===== src/rtl/biq_pkg.sv =====
`default_nettype none
// ============================================================================
// Module      : biq_pkg
// Description : Shared types and helpers for branch in-flight style queues
//               (branch queue today, BTB/return-stack queues later).
// Revision    : 1.0 - initial release
// ============================================================================
package biq_pkg;

  // Widest PC any queue built on this package will carry; narrower PCs are
  // zero-extended into the entry.
  localparam int c_PC_W_MAX = 64;

  // One queue slot: branch PC, predicted direction, and whether the
  // prediction has been captured from the predictor yet.
  typedef struct packed {
    logic [c_PC_W_MAX-1:0] pc;
    logic                  pred;
    logic                  pred_vld;
  } biq_entry_t;

  // 32-bit increment that sticks at all-ones instead of wrapping.
  function automatic logic [31:0] sat_inc32(input logic [31:0] val);
    return (val == 32'hFFFF_FFFF) ? val : val + 32'd1;
  endfunction

endpackage
`default_nettype wire


===== src/rtl/biq_stats.sv =====
`default_nettype none
// ============================================================================
// Module      : biq_stats
// Description : Saturating counters of emitted predictor updates and of
//               mispredicted branches. Reset clears them; flush does not.
// Revision    : 1.0 - initial release
// ============================================================================
module biq_stats
  import biq_pkg::*;
(
  input  logic        i_clk,
  input  logic        i_reset,
  input  logic        i_update_valid,
  input  logic        i_mispredict,
  output logic [31:0] o_branch_cnt,
  output logic [31:0] o_mispred_cnt
);

  logic [31:0] r_branch_cnt;
  logic [31:0] r_mispred_cnt;

  // Count every emitted update and every flagged mispredict, saturating.
  always_ff @(posedge i_clk) begin
    if (i_reset) begin
      r_branch_cnt  <= '0;
      r_mispred_cnt <= '0;
    end else begin
      if (i_update_valid) r_branch_cnt <= sat_inc32(r_branch_cnt);
      if (i_mispredict)   r_mispred_cnt <= sat_inc32(r_mispred_cnt);
    end
  end

  assign o_branch_cnt  = r_branch_cnt;
  assign o_mispred_cnt = r_mispred_cnt;

endmodule
`default_nettype wire


===== src/rtl/branch_inflight_queue.sv =====
`default_nettype none
// ============================================================================
// Module      : branch_inflight_queue
// Description : In-order queue of predicted-but-unresolved branches beside
//               the gshare predictor. Forwards accepted PCs to the predictor
//               lookup, captures the prediction one cycle later, and on
//               resolve drives the predictor update port and flags
//               mispredictions.
//               Optional feature: define BIQ_STATS_EN to enable the
//               branch / mispredict statistics counters.
// Revision    : 1.0 - initial release
// ============================================================================
module branch_inflight_queue
  import biq_pkg::*;
#(
  parameter int DEPTH = 16,
  parameter int PC_W  = 64
) (
  input  logic                   i_clk,
  input  logic                   i_reset,
  input  logic                   i_alloc_valid,
  input  logic [PC_W-1:0]        i_alloc_pc,
  output logic                   o_alloc_ready,
  output logic                   o_pred_valid,
  output logic [PC_W-1:0]        o_pred_pc,
  input  logic                   i_pred_taken,
  input  logic                   i_resolve_valid,
  input  logic                   i_resolve_taken,
  output logic                   o_resolve_ready,
  output logic                   o_update_valid,
  output logic [PC_W-1:0]        o_update_pc,
  output logic                   o_result_taken,
  output logic                   o_mispredict,
  output logic                   o_head_pred,
  output logic [$clog2(DEPTH):0] o_count,
  input  logic                   i_flush,
  output logic [31:0]            o_branch_cnt,
  output logic [31:0]            o_mispred_cnt
);

  localparam int c_PTR_W = $clog2(DEPTH);
  localparam int c_CNT_W = c_PTR_W + 1;

  biq_entry_t         r_entries [DEPTH];
  logic [c_PTR_W-1:0] r_head;
  logic [c_PTR_W-1:0] r_tail;
  logic [c_CNT_W-1:0] r_count;
  logic               r_pend_valid;
  logic [c_PTR_W-1:0] r_pend_idx;

  logic               r_update_valid;
  logic [PC_W-1:0]    r_update_pc;
  logic               r_result_taken;
  logic               r_mispredict;

  logic               w_alloc_acc;
  logic               w_res_acc;
  logic               w_head_pred;

  // Readiness depends only on registered state; a resolve in this cycle
  // never frees room for an alloc in the same cycle.
  assign o_alloc_ready   = (r_count < c_CNT_W'(DEPTH));
  assign w_head_pred     = r_entries[r_head].pred;
  assign o_resolve_ready = (r_count != '0) && r_entries[r_head].pred_vld;
  assign o_head_pred     = w_head_pred;

  assign w_alloc_acc  = i_alloc_valid & o_alloc_ready & ~i_flush;
  assign w_res_acc    = i_resolve_valid & o_resolve_ready & ~i_flush;

  assign o_pred_valid = w_alloc_acc;
  assign o_pred_pc    = i_alloc_pc;

  // Entry storage: fill the slot allocated last cycle with its prediction,
  // then write the newly allocated slot. The two never coincide because the
  // tail has already moved past the pending slot.
  always_ff @(posedge i_clk) begin
    if (i_reset || i_flush) begin
      for (int i = 0; i < DEPTH; i++) begin
        r_entries[i].pred_vld <= 1'b0;
      end
    end else begin
      if (r_pend_valid) begin
        r_entries[r_pend_idx].pred     <= i_pred_taken;
        r_entries[r_pend_idx].pred_vld <= 1'b1;
      end
      if (w_alloc_acc) begin
        r_entries[r_tail].pc       <= c_PC_W_MAX'(i_alloc_pc);
        r_entries[r_tail].pred_vld <= 1'b0;
      end
    end
  end

  // Pointers, occupancy and the one-deep prediction-capture pipeline.
  always_ff @(posedge i_clk) begin
    if (i_reset || i_flush) begin
      r_head       <= '0;
      r_tail       <= '0;
      r_count      <= '0;
      r_pend_valid <= 1'b0;
      r_pend_idx   <= '0;
    end else begin
      r_pend_valid <= w_alloc_acc;
      if (w_alloc_acc) begin
        r_pend_idx <= r_tail;
        r_tail     <= r_tail + c_PTR_W'(1);
      end
      if (w_res_acc) begin
        r_head <= r_head + c_PTR_W'(1);
      end
      unique case ({w_alloc_acc, w_res_acc})
        2'b10:   r_count <= r_count + c_CNT_W'(1);
        2'b01:   r_count <= r_count - c_CNT_W'(1);
        default: r_count <= r_count;
      endcase
    end
  end

  // Registered predictor update; flush does not cancel an update already
  // registered from the previous cycle.
  always_ff @(posedge i_clk) begin
    if (i_reset) begin
      r_update_valid <= 1'b0;
      r_update_pc    <= '0;
      r_result_taken <= 1'b0;
      r_mispredict   <= 1'b0;
    end else begin
      r_update_valid <= w_res_acc;
      r_mispredict   <= w_res_acc & (w_head_pred != i_resolve_taken);
      if (w_res_acc) begin
        r_update_pc    <= r_entries[r_head].pc[PC_W-1:0];
        r_result_taken <= i_resolve_taken;
      end
    end
  end

  assign o_update_valid = r_update_valid;
  assign o_update_pc    = r_update_pc;
  assign o_result_taken = r_result_taken;
  assign o_mispredict   = r_mispredict;
  assign o_count        = r_count;

`ifdef BIQ_STATS_EN
  biq_stats u_stats (
    .i_clk          (i_clk),
    .i_reset        (i_reset),
    .i_update_valid (r_update_valid),
    .i_mispredict   (r_mispredict),
    .o_branch_cnt   (o_branch_cnt),
    .o_mispred_cnt  (o_mispred_cnt)
  );
`else
  assign o_branch_cnt  = '0;
  assign o_mispred_cnt = '0;
`endif

endmodule
`default_nettype wire


===== config.mk =====
export PLATFORM = sky130hd
export DESIGN_NAME = branch_inflight_queue
export DESIGN_NICKNAME = d
export VERILOG_FILES = /design/src/rtl/biq_pkg.sv /design/src/rtl/biq_stats.sv /design/src/rtl/branch_inflight_queue.sv
export SDC_FILE = /design/constraint.sdc
export NUM_CORES = 1
export LEC_CHECK = 0
export ABC_AREA = 1
export CAP_MARGIN = 5
export CELL_PAD_IN_SITES_DETAIL_PLACEMENT = 1
export CELL_PAD_IN_SITES_GLOBAL_PLACEMENT = 1
export CORE_MARGIN = 2
export CORE_UTILIZATION = 40
export CTS_CLUSTER_SIZE = 24
export DETAILED_ROUTE_END_ITERATION = 6
export GPL_TIMING_DRIVEN = 0
export PLACE_DENSITY_LB_ADDON = 0.1
export SETUP_SLACK_MARGIN = 0.3
export SLEW_MARGIN = 20
export SYNTH_ARGS = -nofsm -noshare
export SYNTH_HDL_FRONTEND = slang
export SYNTH_SLANG_ARGS = --single-unit
export TNS_END_PERCENT = 5

===== constraint.sdc =====
create_clock -name i_clk -period 7.4 [get_ports i_clk]
set_input_delay 1.48 -clock i_clk [delete_from_list [all_inputs] [get_ports i_clk]]
set_output_delay 1.48 -clock i_clk [all_outputs]
set_load 0.01 [all_outputs]

==> results of run 1 <==
[worst max-delay path, delay by kind of cell (launching register included)]
kind	cells	cell delay, ps
simple gates	5	630
flops	1	310
compound gates	1	90
buf+inv	6	2240
[Yosys cell counts]
cell / count / area share [%]
and3_1: 1 / 0.013
buf_2: 100 / 1.1
nand4_1: 3 / 0.040
o31ai_1: 128 / 2.1
conb_1: 1 / 0.0080
nand2_1: 1391 / 11
o211ai_1: 4 / 0.064
buf_1: 29 / 0.23
dfxtp_1: 105 / 4.5
o21ai_0: 18 / 0.19
a211oi_1: 1 / 0.016
a31oi_1: 1 / 0.013
nand2_2: 1 / 0.013
a21oi_1: 412 / 4.4
nor4_1: 1 / 0.013
fa_1: 1 / 0.043
buf_6: 7 / 0.17
xnor2_1: 1 / 0.019
clkbuf_1: 106 / 0.85
xor2_1: 2 / 0.038
ha_1: 9 / 0.24
nand3_1: 280 / 3.0
nor2_2: 1 / 0.013
inv_2: 3 / 0.024
inv_1: 101 / 0.81
edfxtp_1: 1040 / 67
nand3b_1: 1 / 0.016
a21boi_0: 1 / 0.016
nor2_1: 205 / 1.7
buf_4: 130 / 2.1
nor3_1: 7 / 0.075
[kinds of logic (layout without fill, tap and decap cells)]
logic type,Yosys count,after routing,synth area share (%)
AOI/OAI and AO/OA,565,565,6.79
and+or+nand+nor,1891,1891,16.1
xor gates and xnor gates,3,3,0.0564
adders and majority gates,10,10,0.285
DFF,1145,1145,71.5
other,1,70,0.00805
buffers and inverters,476,1009,5.26
[cells in the final DEF, fill, tap and decap left out, types with 64 or more instances in the layout]
master and instances:
a21oi_1 412, buf_2 100, edfxtp_1 1040, nor2_1 193, conb_1 64, nand2_1 1391, clkbuf_16 134, clkbuf_1 139
inv_1 101, clkdlybuf4s50_1 209, o31ai_1 128, dfxtp_1 105, nand3_1 280, buf_4 167
[layout make-up]
cell class,instances,area (um^2),area share [%]
multi-input combinational,2533,11200,19.7
clock inverter,48,473,0.837
buffer,372,2070,3.67
sequential,1145,33300,59.0
tap,1524,1910,3.37
inverter,104,390,0.691
timing repair buffer,302,3570,6.32
antenna,6,15.0,0.0266
clock buffer,183,3610,6.38
[state kept, by name (all words and copies together), names as in the netlist, named ones only]
signal,cells
r_entries,1056
r_tail,4
o_count,5
o_update_valid,1
r_pend_idx,4
o_result_taken,1
r_pend_valid,1
o_mispredict,1
o_update_pc,64
r_head,4
[path summary, 6_finish.rpt]
kind / start / to / slack, ps
max: flop / o_head_pred / 1870
min: r_entries[11][0] / r_entries[11][0] / 500
max reg2reg: flop / o_count[4] / 3120
min reg2reg: r_entries[11][0] / r_entries[11][0] / 500
[metal layers]
layer | vias up | share of wire [%] | GRT usage, % | wire, um
met5 | - | 0 | 0 | 0
met4 | 0 | 2.2 | 7.07 | 3410
met3 | 202 | 5.3 | 3.24 | 8210
met2 | 993 | 48 | 43.8 | 75700
met1 | 16900 | 44 | 35.8 | 68800
li1 | 15000 | - | - | -
[power breakdown]
part | internal [W] | switching (W) | leakage [nW]
Combinational | 0.000133 | 0.000208 | 8.65
Clock | 0.00365 | 0.00263 | 1.99
Sequential | 0.00707 | 0.00000546 | 10.2
Total | 0.0109 | 0.00284 | 20.8
[metrics by stage]
step	setup TNS [ps]	util [%]	hold slack (ps)
floorplan	0	-	457
global placement	-3362170	43.9	471
detailed placement	0	45.2	488
CTS	0	48.8	502
global route	0	48.8	532
finish	0	48.8	504
==> results.cfg, run 1 <==
[outcome]
status = finished, final reports clean

[clock_tree]
cts_tree = built
cts_made_buffers = 130
cts_hold_buffers = 0
cts_buffer_depth = 3
clock_latency_ps = 750
postCtsSetupRepairBufs = 0
cts_resized = 0
htreeDepth = 4
path_clk_slew_ps = 60
cts_sinks = 1145
cts_root_buffer = clkbuf_16

[power]
design_power_total_w = 0.0137
irDropWorstVdd_mv = 0.214
p_per_area_mw_per_mm2 = 242
leakagePower_nw = 20.8

[routing]
firstDrtPassIters = 5
via_count = 33100
drt-initial-drc-count = 2810
drc = 0
vias_per_cell = 5.32
finalWirelength_mm = 156
ant_nets = 0
wire_per_inst_um = 25.1

[layout]
final_area_mm2 = 0.0565
drive_gt1_share_pct = 11.4
fin_nets = 4669
n_fill_cell = 12300
finalNonFillerCells = 6217
area_growth_pct = 21.3

[floorplanning]
num_rows = 125
coreArea_mm2 = 0.116
die_w_um = 345
pin_count = 275
die_h_um = 345
start_util_pct = 40.2
die-area_mm2 = 0.119

[placed_design]
place_inst = 5980
dp_hpwl_mm = 106
numPortBuffers = 209
dp_slack_ps = 2580
placed_area_mm2 = 0.0524
routabilityCongestion = 0.776

[timing]
hold_viol_final = 0
fin_worst_skew_ps = 19.1
max_freq_mhz = 181
period_share_pct = 74.7
tightest_slew_ps = 1180
slew_headroom_pct = 21.2
worst_slack_ps = 1870
final_max_slew_viol_count = 0
setup_viol = 0
fin_crit_ps = 5530
rsz0062_at_grt = false

[setup_path]
crit_chain = buf_6, inv_2, buf_6, buf_2, buf_2, nor2_1, nor2_1, o21ai_0, nand3_1, nand3_1, nand2_1, clkdlybuf4s50_1
rr_worst_depth = 20
cp-start-kind = flop
worstSetupPathType = reg -> out
critPathArrivalTime_ps = 4050
crit_path_max_fanout = 10
required_ps = 5920
end_kind = output port
cp_slowest_cell = buf_2
cpPeakStageDelay_ps = 760

[flow_run]
maxCapViolCount = 0

[grt]
grt_use_total_pct = 26.1
grt_pass1_wl_mm = 228
overflow = 0
grt_max_degree = 21
antenna_found_initial = 9
first_global_vias = 33800

[yosys]
synth_cell_types = 31
synth_cells = 4091
syn_area_mm2 = 0.0466
avgSynthCellArea_um2 = 11.4
synth_seq_area_share_pct = 71.5
yosysWarnings = 0
synth-seq-cells = 1145

[worst_hold_path]
min_path_cells = 2
hold_path.class = reg -> reg
No activity file was read; power rests on OpenSTA's default activity.
==> run 2, diff against run 1 <==
==> constraint.sdc (replaced) <==
create_clock -name i_clk -period 4.7 [get_ports i_clk]
set_input_delay 0.94 -clock i_clk [delete_from_list [all_inputs] [get_ports i_clk]]
set_output_delay 0.94 -clock i_clk [all_outputs]
set_load 0.01 [all_outputs]
==> run 2 against run 1 <==
Global-route usage about the same. Core utilization about the same. Wire length about the same. Sequential share of layout area about the same. Register-to-register slack worse by 2500 ps. Design area about the same. Critical path depth down 5. Combinational power up 57%. Die area unchanged. Final cell count about the same. Via count about the same. Sequential power up 57%. Highest routed layer unchanged.
==> results.cfg, run 2 (same netlist as run 1, synthesis figures left out) <==
[layout]
final_common_cell = nand2_1
final_area_mm2 = 0.0566
mostFrequentLayoutCells = nand2_1, edfxtp_1, a21oi_1
fin_util_pct = 48.8
drive_gt1_share_pct = 11.4
area_growth_pct = 21.4
largest_register_ffs = 1056
fin_nets = 4669
regMostFlops = r_entries

[setup_path]
critPathArrivalTime_ps = 3360
worstSetupPathType = reg -> out
reg2reg_to = o_count[4]
required_ps = 3760
rr_worst_depth = 20
end_kind = output port
r2r_slack_ps = 670
cp-start-kind = flop
crit_path_max_fanout = 10

[worst_hold_path]
min_path_cells = 2
min_to = r_entries[11][0]
hold_path.class = reg -> reg
min_from = r_entries[11][0]

[power]
p_per_area_mw_per_mm2 = 381
seq_power_share_pct = 51.7
irDropWorstVdd_mv = 0.338
leakagePower_nw = 20.9
clkPwrFrac_pct = 45.8
intPower_w = 0.0171
switching_share_pct = 20.7
p_sw_w = 0.00446
combPwrFrac_pct = 2.5

[placed_design]
numPortBuffers = 209
placed_area_mm2 = 0.0524
routabilityCongestion = 0.776
dp_hpwl_mm = 106

[timing]
setup_tns_ps = 0
hold_ws_ps = 502
hold_viol_final = 0
slew_headroom_pct = 17.6
fin_crit_ps = 4300
period_share_pct = 91.6
tightest_slew_ps = 1240
setup_viol = 0
max_freq_mhz = 232
fin_worst_skew_ps = 19.8
rsz0062_at_grt = false
final_max_slew_viol_count = 0

[grt]
overflow = 0
grt_max_degree = 21
grt_use_total_pct = 26.1
first_global_vias = 33800
grt_pass1_wl_mm = 228
antenna_found_initial = 10

[routing]
finalWirelength_mm = 156
wl_met1_mm = 68.5
drt-initial-drc-count = 2707
drc = 0
firstDrtPassIters = 5
highest_layer = met4
via_count = 33100
met2_length_mm = 75.6
wire_per_inst_um = 25.1
vias_per_cell = 5.32
ant_nets = 0
wl_met3_mm = 8.60

[clock_tree]
postCtsSetupRepairBufs = 0
cts_buffer_depth = 3
cts_hold_buffers = 0
path_clk_slew_ps = 60
cts_sinks = 1145
cts_made_buffers = 130
cts_tree = built
htreeDepth = 4
clock_latency_ps = 740
cts_root_buffer = clkbuf_16

[floorplanning]
coreArea_mm2 = 0.116
start_util_pct = 40.2
die_w_um = 345
die-area_mm2 = 0.119
pin_count = 275
die_h_um = 345
num_rows = 125

[flow_run]
maxCapViolCount = 0

[outcome]
status = finished, final reports clean
==> run 2: cell count changes in the layout (fill, tap and decap cells not counted), sizes merged <==
cell,previous run,this run
diode,6,9
==> run 2: area by class of cell <==
class,instances,area [um^2]
Fill cell,12300,59300
Sequential cell,1145,33300
Multi-Input combinational cell,2533,11200
Clock buffer,183,3610
Timing Repair Buffer,302,3570
Buffer,372,2110
Tap cell,1524,1910
Clock inverter,48,473
Inverter,104,390
Antenna cell,9,22.5
==> run 2: critical path: stages, from the launching register on <==
cell and delay (ps):
dfxtp_1 300, clkbuf_1 310, inv_2 250, clkbuf_2 470, o211ai_1 300, nand3_1 210, nand2_1 190, clkdlybuf4s50_1 550
==> run 2: metal layers <==
metal  up-vias  track usage (%)
met5         -                0
met4         0             7.04
met3       210             3.31
met2      1017             43.7
met1     16800             35.8
li1      15000                -
==> run 2: metrics by stage <==
step	std cells	total power, W	setup slack [ps]
5_1_grt	6214	0.0221	309
4_1_cts	6211	0.0217	339
2_1_floorplan	4154	0.0115	-1640
3_3_place_gp	5887	0.0119	-8480
6_report	6220	0.0215	397
3_5_place_dp	5980	0.0119	420
==> run 2: how the worst max path moves through the flow <==
stage / startpoint / to
after global placement: i_flush / r_entries[11][22]
after global routing: flop / o_head_pred
after floorplan: i_flush / r_entries[3][10]
final: flop / o_head_pred
after CTS: flop / o_head_pred
after detailed placement: i_flush / o_count[4]
==> run 2: repair_timing <==
action	CTS	global route
endpoints found under the hold margin	0	0
endpoints found under the setup margin	1	1
gates resized for setup	10	1
==> run 2: power by group through the flow <==
stage	registers, W	clock network, W	logic (W)
floorplan	0.0114	0	0.000194
global route	0.0111	0.0104	0.000581
detailed placement	0.0114	0	0.000538
CTS	0.0111	0.0100	0.000541
finish	0.0111	0.00987	0.000537
global placement	0.0114	0	0.000515
